$ cat config.mk
export PLATFORM = sky130hd
export DESIGN_NAME = param_fifo
export DESIGN_NICKNAME = d
export VERILOG_FILES = /design/src/rtl/param_fifo_pkg.sv /design/src/rtl/fifo_ram.sv /design/src/rtl/param_fifo.sv
export SDC_FILE = /design/constraint.sdc
export NUM_CORES = 1
export LEC_CHECK = 0
export BUFFER_PORTS_ARGS = -buffer_cell sky130_fd_sc_hd__buf_4
export CAP_MARGIN = 25
export CORE_UTILIZATION = 55
export CTS_BUF_LIST = sky130_fd_sc_hd__clkbuf_4 sky130_fd_sc_hd__clkbuf_8
export DETAILED_ROUTE_END_ITERATION = 16
export HOLD_SLACK_MARGIN = 0.15
export PLACE_DENSITY = 0.79
export SETUP_SLACK_MARGIN = 0.02
export SYNTH_ARGS = -nofsm -noshare
export SYNTH_HDL_FRONTEND = slang
export SYNTH_SLANG_ARGS = --single-unit
$ cat constraint.sdc
create_clock -name clk -period 5.2 [get_ports clk]
set_input_delay 1.04 -clock clk [delete_from_list [all_inputs] [get_ports clk]]
set_output_delay 1.04 -clock clk [all_outputs]
set_load 0.05 [all_outputs]
$ cat src/rtl/param_fifo_pkg.sv
// Shared constants and helpers for the parameterised FIFO.
package param_fifo_pkg;

   // Defaults match the fixed 16x8 lab FIFO this block replaces.
   localparam int unsigned FIFO_WIDTH_DEF = 8;
   localparam int unsigned FIFO_DEPTH_DEF = 16;

   // Occupancy needs one extra bit so that DEPTH itself is representable.
   function automatic int unsigned cnt_width(input int unsigned depth);
      return $clog2(depth) + 1;
   endfunction

endpackage

$ cat src/rtl/fifo_ram.sv
// Simple dual-port DEPTH x WIDTH storage: synchronous write, registered read with enable.
// The read register clears on reset; the array itself is never cleared.
module fifo_ram
   import param_fifo_pkg::*;
#(
   parameter int unsigned WIDTH  = FIFO_WIDTH_DEF,
   parameter int unsigned DEPTH  = FIFO_DEPTH_DEF,
   parameter int unsigned ADDR_W = $clog2(DEPTH)
) (
   input  logic              clk_i,
   input  logic              rst_i,
   input  logic              we_i,
   input  logic [ADDR_W-1:0] waddr_i,
   input  logic [WIDTH-1:0]  wdata_i,
   input  logic              re_i,
   input  logic [ADDR_W-1:0] raddr_i,
   output logic [WIDTH-1:0]  rdata_o
);

   logic [WIDTH-1:0] mem_q [DEPTH];
   logic [WIDTH-1:0] rdata_q;

   // Write port: store on enable only.
   always_ff @(posedge clk_i) begin
      if (we_i) begin
         mem_q[waddr_i] <= wdata_i;
      end
   end

   // Read port: old contents are returned when reading and writing the same address.
   always_ff @(posedge clk_i) begin
      if (rst_i) begin
         rdata_q <= '0;
      end else if (re_i) begin
         rdata_q <= mem_q[raddr_i];
      end
   end

   assign rdata_o = rdata_q;

endmodule

$ cat src/rtl/param_fifo.sv
// Synchronous single-clock FIFO with occupancy count, programmable almost-full/empty levels
// and optional sticky overflow/underflow flags (enabled by defining PARAM_FIFO_STICKY_ERR_EN).
// DEPTH must be a power of two and at least 2 so pointers wrap naturally.
module param_fifo
   import param_fifo_pkg::*;
#(
   parameter int unsigned WIDTH    = FIFO_WIDTH_DEF,
   parameter int unsigned DEPTH    = FIFO_DEPTH_DEF,
   parameter int unsigned AF_LEVEL = DEPTH - 2,
   parameter int unsigned AE_LEVEL = 2
) (
   input  logic                         clk,
   input  logic                         reset,
   input  logic                         read,
   input  logic                         write,
   input  logic [WIDTH-1:0]             inputBus,
   output logic [WIDTH-1:0]             outputBus,
   output logic                         empty,
   output logic                         full,
   output logic                         almostFull,
   output logic                         almostEmpty,
   output logic [cnt_width(DEPTH)-1:0]  count,
   output logic                         overflow,
   output logic                         underflow
);

   localparam int unsigned ADDR_W = $clog2(DEPTH);
   localparam int unsigned CNT_W  = cnt_width(DEPTH);

   localparam logic [CNT_W-1:0] DEPTH_CNT = CNT_W'(DEPTH);
   localparam logic [CNT_W-1:0] AF_CNT    = CNT_W'(AF_LEVEL);
   localparam logic [CNT_W-1:0] AE_CNT    = CNT_W'(AE_LEVEL);

   logic [ADDR_W-1:0] wr_ptr_q, wr_ptr_d;
   logic [ADDR_W-1:0] rd_ptr_q, rd_ptr_d;
   logic [CNT_W-1:0]  count_q, count_d;
   logic              wr_en;
   logic              rd_en;

   // Accept rules: a write into a full FIFO is allowed only when a read frees the slot.
   always_comb begin
      wr_en = write & (~full | read);
      rd_en = read & ~empty;
   end

   // Pointer and occupancy next-state.
   always_comb begin
      wr_ptr_d = wr_ptr_q;
      rd_ptr_d = rd_ptr_q;
      count_d  = count_q;
      if (wr_en) begin
         wr_ptr_d = wr_ptr_q + ADDR_W'(1);
      end
      if (rd_en) begin
         rd_ptr_d = rd_ptr_q + ADDR_W'(1);
      end
      unique case ({wr_en, rd_en})
         2'b10:   count_d = count_q + CNT_W'(1);
         2'b01:   count_d = count_q - CNT_W'(1);
         default: count_d = count_q;
      endcase
   end

   // Pointer and occupancy state; reset wins over any same-cycle request.
   always_ff @(posedge clk) begin
      if (reset) begin
         wr_ptr_q <= '0;
         rd_ptr_q <= '0;
         count_q  <= '0;
      end else begin
         wr_ptr_q <= wr_ptr_d;
         rd_ptr_q <= rd_ptr_d;
         count_q  <= count_d;
      end
   end

   // Status flags decode only the registered count, so they never glitch.
   always_comb begin
      count       = count_q;
      empty       = (count_q == '0);
      full        = (count_q == DEPTH_CNT);
      almostFull  = (count_q >= AF_CNT);
      almostEmpty = (count_q <= AE_CNT);
   end

   fifo_ram #(
      .WIDTH  (WIDTH),
      .DEPTH  (DEPTH),
      .ADDR_W (ADDR_W)
   ) u_ram (
      .clk_i   (clk),
      .rst_i   (reset),
      .we_i    (wr_en & ~reset),
      .waddr_i (wr_ptr_q),
      .wdata_i (inputBus),
      .re_i    (rd_en & ~reset),
      .raddr_i (rd_ptr_q),
      .rdata_o (outputBus)
   );

`ifdef PARAM_FIFO_STICKY_ERR_EN
   logic ovf_q, ovf_d;
   logic unf_q, unf_d;

   // Error flags latch on a rejected request and hold until reset.
   always_comb begin
      ovf_d = ovf_q | (write & full & ~read);
      unf_d = unf_q | (read & empty);
   end

   // Sticky error state.
   always_ff @(posedge clk) begin
      if (reset) begin
         ovf_q <= 1'b0;
         unf_q <= 1'b0;
      end else begin
         ovf_q <= ovf_d;
         unf_q <= unf_d;
      end
   end

   assign overflow  = ovf_q;
   assign underflow = unf_q;
`else
   assign overflow  = 1'b0;
   assign underflow = 1'b0;
`endif

endmodule
==> results of run 1 <==
cells by family after synthesis:
logic type      synth area share [%]
xor+xnor                       1.166
flops                          70.94
simple gates                   6.828
mux                            11.09
buf+inv                        2.477
compound gates                 5.225
other cells                  0.06239
fa+ha+maj                      2.207
cell type report:
| cell class | instances | area share, % |
|---|---|---|
| Clock buffer | 19 | 3.731 |
| Clock inverter | 13 | 1.988 |
| Inverter | 9 | 0.5063 |
| Multi-Input combinational cell | 218 | 24.00 |
| Sequential cell | 149 | 63.96 |
| Tap cell | 136 | 2.550 |
| Timing Repair Buffer | 29 | 3.263 |
sequential cells by signal (all words and copies together) (netlist names):
name,count
wr_ptr_q,4
rd_ptr_q,4
u_ram.mem_q,128
count,5
u_ram.rdata_o,8
worst max-delay path by stage:
stage                  end  slack (ns)     start  cells after the start
3_5_place_dp      count[4]        1.53      read                     11
2_1_floorplan  almostEmpty        1.09  count[1]                      1
6_report          count[4]        1.74  count[0]                     11
3_3_place_gp      count[4]        1.66      read                     11
4_1_cts           count[4]        1.75  count[0]                     11
5_1_grt           count[4]        1.59  count[0]                     11
tightest hold or removal path, cell delays in order (launching register included):
cell	delay [ns]
dfxtp_1	0.32
nor2_1	0.10
a211oi_1	0.05
cell usage in the layout, fill, tap and decap left out, types with 2 or more instances in the layout:
master	count
nor2b_1	2
nor4_1	8
clkbuf_8	17
clkinv_2	4
mux2i_1	61
nand3_1	3
inv_6	2
nand3b_1	5
xnor2_1	3
inv_1	8
a21oi_1	6
ha_1	9
buf_4	29
edfxtp_1	128
clkbuf_4	2
bufinv_16	2
a211oi_1	7
nor3_1	2
conb_1	2
clkinvlp_4	3
or3_1	2
xor2_1	5
nand2_1	12
o21ai_0	2
mux4_2	2
o22ai_1	30
nor2_1	45
dfxtp_1	20
or3b_2	2
stage by stage:
stage	hold WS (ns)	cells	total power, mW	setup WS (ns)	area [µm²]
4_1_cts	0.5075	573	3.025	1.750	6673
2_1_floorplan	0.5360	397	1.986	1.087	6015
3_3_place_gp	0.4842	541	2.165	1.657	6291
6_report	0.5056	573	3.014	1.743	6673
5_1_grt	0.5301	573	3.134	1.589	6673
3_5_place_dp	0.4969	541	2.188	1.530	6291
routing by layer:
layer | vias up | wire (µm) | GRT usage, %
met4 | 0 | 263 | 10.08
met2 | 149 | 5595 | 33.86
met3 | 24 | 836 | 5.886
li1 | 1572 | - | -
met1 | 1669 | 5081 | 31.02
met5 | - | 0 | 0
report_power, final:
part	total, mW	switching (mW)	leakage (nW)	internal [mW]
sequential	1.43	0.0664	1.33	1.36
clock	0.852	0.418	0.191	0.434
combinational	0.737	0.503	0.626	0.235
==> qor.yml, run 1 <==
run_status:
  outcome: "completed"
yosys:
  synth_cells: 396
  synth_most_common_cell: "edfxtp_1"
  yosysTopAreaCell: "edfxtp_1"
  synth-async-reset-ratio_pct: 0
  synth_edf_count: 128
  synthTopCellsByCount: "128 x edfxtp_1, 61 x mux2i_1, 45 x nor2_1"
  yosys_most_used_dff: "edfxtp_1"
  synth_area_um2: 6011
  avgSynthCellArea_um2: 15.18
  synth-seq-cells: 149
  synth.area.top_cells: "edfxtp_1 64%, mux2i_1 10%, dfxtp_1 7.0%"
  yosysWarnings: 0
  yosysSeqAreaShare_pct: 70.94
  ys_types: 39
  netlist.area_leader.share_pct: 63.95
clock_network:
  cts_made_buffers: 17
  cts-resized-gates: 0
  clk_pin_slew_ns: 0.08
  cts_root_buf: "clkbuf_8"
  htreeDepth: 4
  cts_sinks: 149
  cts_hold_buf: 0
  cts_setup_buffers: 0
  clk_latency_ns: 0.45
  cts.path.max_buffers: 2
  cts_tree: "done"
setup_path:
  reg2reg_depth: 11
  worstPathArrival_ns: 3.79
  cp_max_fo: 9
  critical_path.top_delay_family: "simple AND/OR/NAND/NOR gates"
  path_class: "reg -> reg"
  critical_path_required_ns: 5.54
  path_cells: "or4_4, o31a_1, inv_1, ha_1, inv_1, fa_1, nor2b_1, o21ai_0, nand3_1, or3b_2, mux2_2"
  crit_path_end_kind: "register"
  critPathBufInv: 2
  cpMostUsedCell: "inv_1"
  critPathMaxStageDelay_ns: 0.59
  reg2reg_to: "count[4]"
  slowest_stage: "or4_4"
  r2r-start: "count[0]"
  rrSetupSlack_ns: 1.74
  start_kind: "register"
floorplanning:
  dieHeight_um: 106.5
  die_area_um2: 11350
  boundaryPins: 31
  fp.dieW_um: 106.5
  initial_core_util_pct: 57.45
  core_um2: 10460
  rows: 37
sta:
  tightest_slew_ns: 0.8346
  finalCritPeriodShare_pct: 66.48
  rsz0062_at_grt: "no"
  skew_ns: 0.009579
  finalSetupTns_ns: 0
  setup_viol: 0
  final_hold_viol_count: 0
  period_needed_ns: 3.457
  finalMaxSlewViolations: 0
  slew_headroom_pct: 44.16
  max_freq_mhz: 289.3
routing:
  post_drt_wl_per_cell_um: 20.55
  routed_wirelength_um: 11780
  route.vias.total: 3414
  vias_per_cell: 5.958
  drt_pass1_iterations: 4
  postRouteAntennaNets: 0
  drc: 0
  drtIter0Drc: 254
pwr:
  irDropWorstVdd_mv: 0.2740
  powerDensity_nw_per_um2: 451.8
  p_leak_nw: 2.142
place:
  gp_congestion: 0.7924
  hpwl_um: 7581
  port_buffers: 28
cells_and_area:
  nets: 446
  fin_util_pct: 63.78
  num_antenna_cells: 0
  multiInputGateArea_um2: 1602
  layout-drive-gt1-share_pct: 16.25
  n_fill_cell: 744
  synthToLayoutAreaGrowth_pct: 11.01
  regArea_um2: 4268
global_route:
  grt_max_degree: 41
  first_global_vias: 3259
  grt_pass1_wl_um: 17930
  grt_usage_pct: 22.52
  antenna_found_initial: 0
  overflow: 0
hold_path:
  hold_depth: 2
  min_path_type: "reg -> reg"
  min_to: "u_ram.rdata_o[2]"
  holdCritStartpoint: "u_ram.rdata_o[2]"
job:
  maxCapViolCount: 0
(Power assumes the default switching activity.)
==> inputs of run 2 (changes only) <==
==> constraint.sdc (replaced) <==
create_clock -name clk -period 3.54 [get_ports clk]
set_input_delay 0.708 -clock clk [delete_from_list [all_inputs] [get_ports clk]]
set_output_delay 0.708 -clock clk [all_outputs]
set_load 0.05 [all_outputs]
==> run 2 against run 1 <==
Net effect:
- final area up 0.19%
- global-route usage about the same
- maximum frequency up 6.4%
==> qor.yml, run 2 (same netlist as run 1, synthesis figures left out) <==
run_status:
  outcome: "completed"
setup_path:
  start_kind: "register"
  reg2reg_to: "count[4]"
  rrSetupSlack_ns: 0.29  # -1.45 ns
  reg2reg_depth: 11  # unchanged
  cp_max_fo: 6  # -3
  crit_path_end_kind: "register"
  r2r-start: "count[0]"
  path_class: "reg -> reg"
  critical_path_required_ns: 3.87  # -1.67 ns
  worstPathArrival_ns: 3.58  # -0.21 ns
global_route:
  grt_max_degree: 35  # -15%
  first_global_vias: 3305  # +1.4%
  overflow: 0  # unchanged
  grt_usage_pct: 22.54  # about the same
  grt_pass1_wl_um: 17970  # +0.19%
  antenna_found_initial: 0  # unchanged
cells_and_area:
  layout_commonest_cell: "edfxtp_1"
  largest_reg_flops: 128  # unchanged
  final_cell_mix: "128 x edfxtp_1, 61 x mux2i_1, 45 x nor2_1"
  top_register: "u_ram.mem_q"
  layout-drive-gt1-share_pct: 16.25  # unchanged
  nets: 447  # +0.22%
  fin_util_pct: 63.90  # +0.12 points
  synthToLayoutAreaGrowth_pct: 11.22
  num_antenna_cells: 0  # unchanged
clock_network:
  cts.path.max_buffers: 2  # unchanged
  cts_tree: "done"
  cts-resized-gates: 0  # unchanged
  cts_made_buffers: 17  # unchanged
  clk_latency_ns: 0.45  # about the same
  clk_pin_slew_ns: 0.09  # about the same
  cts_hold_buf: 0  # unchanged
  htreeDepth: 4  # unchanged
  cts_sinks: 149  # unchanged
  cts_root_buf: "clkbuf_8"
  cts_setup_buffers: 0  # unchanged
pwr:
  irDropWorstVdd_mv: 0.6124  # +120%
  clockPowerShare_pct: 28.0  # -0.3 points
  p_leak_nw: 2.148  # +0.25%
  swShare_pct: 33.10  # +0.36 points
  p_seq_share_pct: 47.3  # about the same
  internal_power_mw: 2.961  # +46%
  powerDensity_nw_per_um2: 662.0  # +47%
  power_frac_comb_pct: 24.7  # +0.2 points
  p_switching_mw: 1.465  # +48%
  p_total_mw: 4.425  # +47%
sta:
  final_hold_viol_count: 0  # unchanged
  setup_viol: 0  # unchanged
  rsz0062_at_grt: "no"
  period_needed_ns: 3.248  # -0.2092 ns
  finalMaxSlewViolations: 0  # unchanged
  max_freq_mhz: 307.9  # +6.4%
  finalSetupTns_ns: 0  # unchanged
  slew_headroom_pct: 47.39  # +3.2 points
  finalCritPeriodShare_pct: 91.74  # +25 points
  skew_ns: 0.01383  # +0.004249 ns
  tightest_slew_ns: 0.7862  # -0.04833 ns
floorplanning:
  core_um2: 10460  # unchanged
  fp.dieW_um: 106.5  # unchanged
  rows: 37  # unchanged
  die_area_um2: 11350  # unchanged
  dieHeight_um: 106.5  # unchanged
  initial_core_util_pct: 57.45  # unchanged
  boundaryPins: 31  # unchanged
routing:
  drt_pass1_iterations: 4  # unchanged
  route.vias.total: 3385  # -0.85%
  postRouteAntennaNets: 0  # unchanged
  drtIter0Drc: 262  # +3.1%
  drc: 0  # unchanged
  vias_per_cell: 5.908  # -0.85%
  post_drt_wl_per_cell_um: 20.41  # -0.67%
  routed_wirelength_um: 11700  # -0.67%
hold_path:
  hold_depth: 2  # unchanged
  min_to: "u_ram.rdata_o[7]"
  holdCritStartpoint: "u_ram.rdata_o[7]"
  min_path_type: "reg -> reg"
place:
  hpwl_um: 7477  # -1.4%
  port_buffers: 28  # unchanged
  gp_congestion: 0.8035  # +1.4%
job:
  maxCapViolCount: 0  # unchanged
==> run 2: cell count changes in the layout (fill, tap and decap cells not counted), sizes merged <==
cell      delta
clkinvlp     -1
buf          +1
clkinv       +4
clkbuf       -2
inv          -2
==> run 2: worst max-delay path: stages (launching register included) <==
cell     delay [ns]
dfxtp_1        0.38
or4_4          0.59
o31a_1         0.28
inv_1          0.06
ha_1           0.23
inv_1          0.11
fa_1           0.40
nor2b_1        0.15
o21ai_0        0.12
nand3_1        0.09
or3b_2         0.45
mux2_2         0.28
==> run 2: stage by stage <==
stage / cell area (µm²) / hold WS (ns) / worst slack [ns] / std cells
after detailed placement: 6312 / 0.5013 / 0.3296 / 542
after floorplan: 6016 / 0.5360 / 0.1921 / 397
after global routing: 6685 / 0.5312 / 0.1476 / 573
final: 6685 / 0.5100 / 0.2924 / 573
after global placement: 6312 / 0.4868 / 0.4311 / 542
after CTS: 6685 / 0.5122 / 0.2946 / 573
==> run 2: worst max path at each step <==
stage	slack [ns]	to	from
after floorplan	0.19	count[4]	count[0]
after global placement	0.43	count[4]	count[0]
after detailed placement	0.33	count[4]	count[0]
after CTS	0.29	count[4]	count[0]
after global routing	0.15	count[4]	count[0]
final	0.29	count[4]	count[0]
==> run 2: power groups by stage <==
| stage | clock network (mW) | logic [mW] | registers (mW) |
|---|---|---|---|
| 5_1_grt | 1.32 | 1.17 | 2.11 |
| 4_1_cts | 1.25 | 1.09 | 2.09 |
| 3_5_place_dp | 0 | 1.09 | 2.13 |
| 6_report | 1.24 | 1.09 | 2.10 |
| 3_3_place_gp | 0 | 1.06 | 2.12 |
| 2_1_floorplan | 0 | 0.587 | 2.33 |
==> run 2: area by class of cell <==
type | count | area (µm²)
Sequential cell | 149 | 4268
Fill cell | 769 | 3777
Multi-Input combinational cell | 218 | 1603
Timing Repair Buffer | 30 | 237.7
Clock buffer | 17 | 234.0
Tap cell | 136 | 170.2
Clock inverter | 14 | 138.9
Inverter | 9 | 33.78
==> run 2: layer usage <==
layer | global-route usage [%] | vias to the layer above | wire length [µm]
li1 | - | 1555 | -
met1 | 28.12 | 1686 | 4809
met2 | 36.41 | 125 | 5775
met3 | 7.664 | 19 | 907
met4 | 8.708 | 0 | 206
met5 | 0 | - | 0
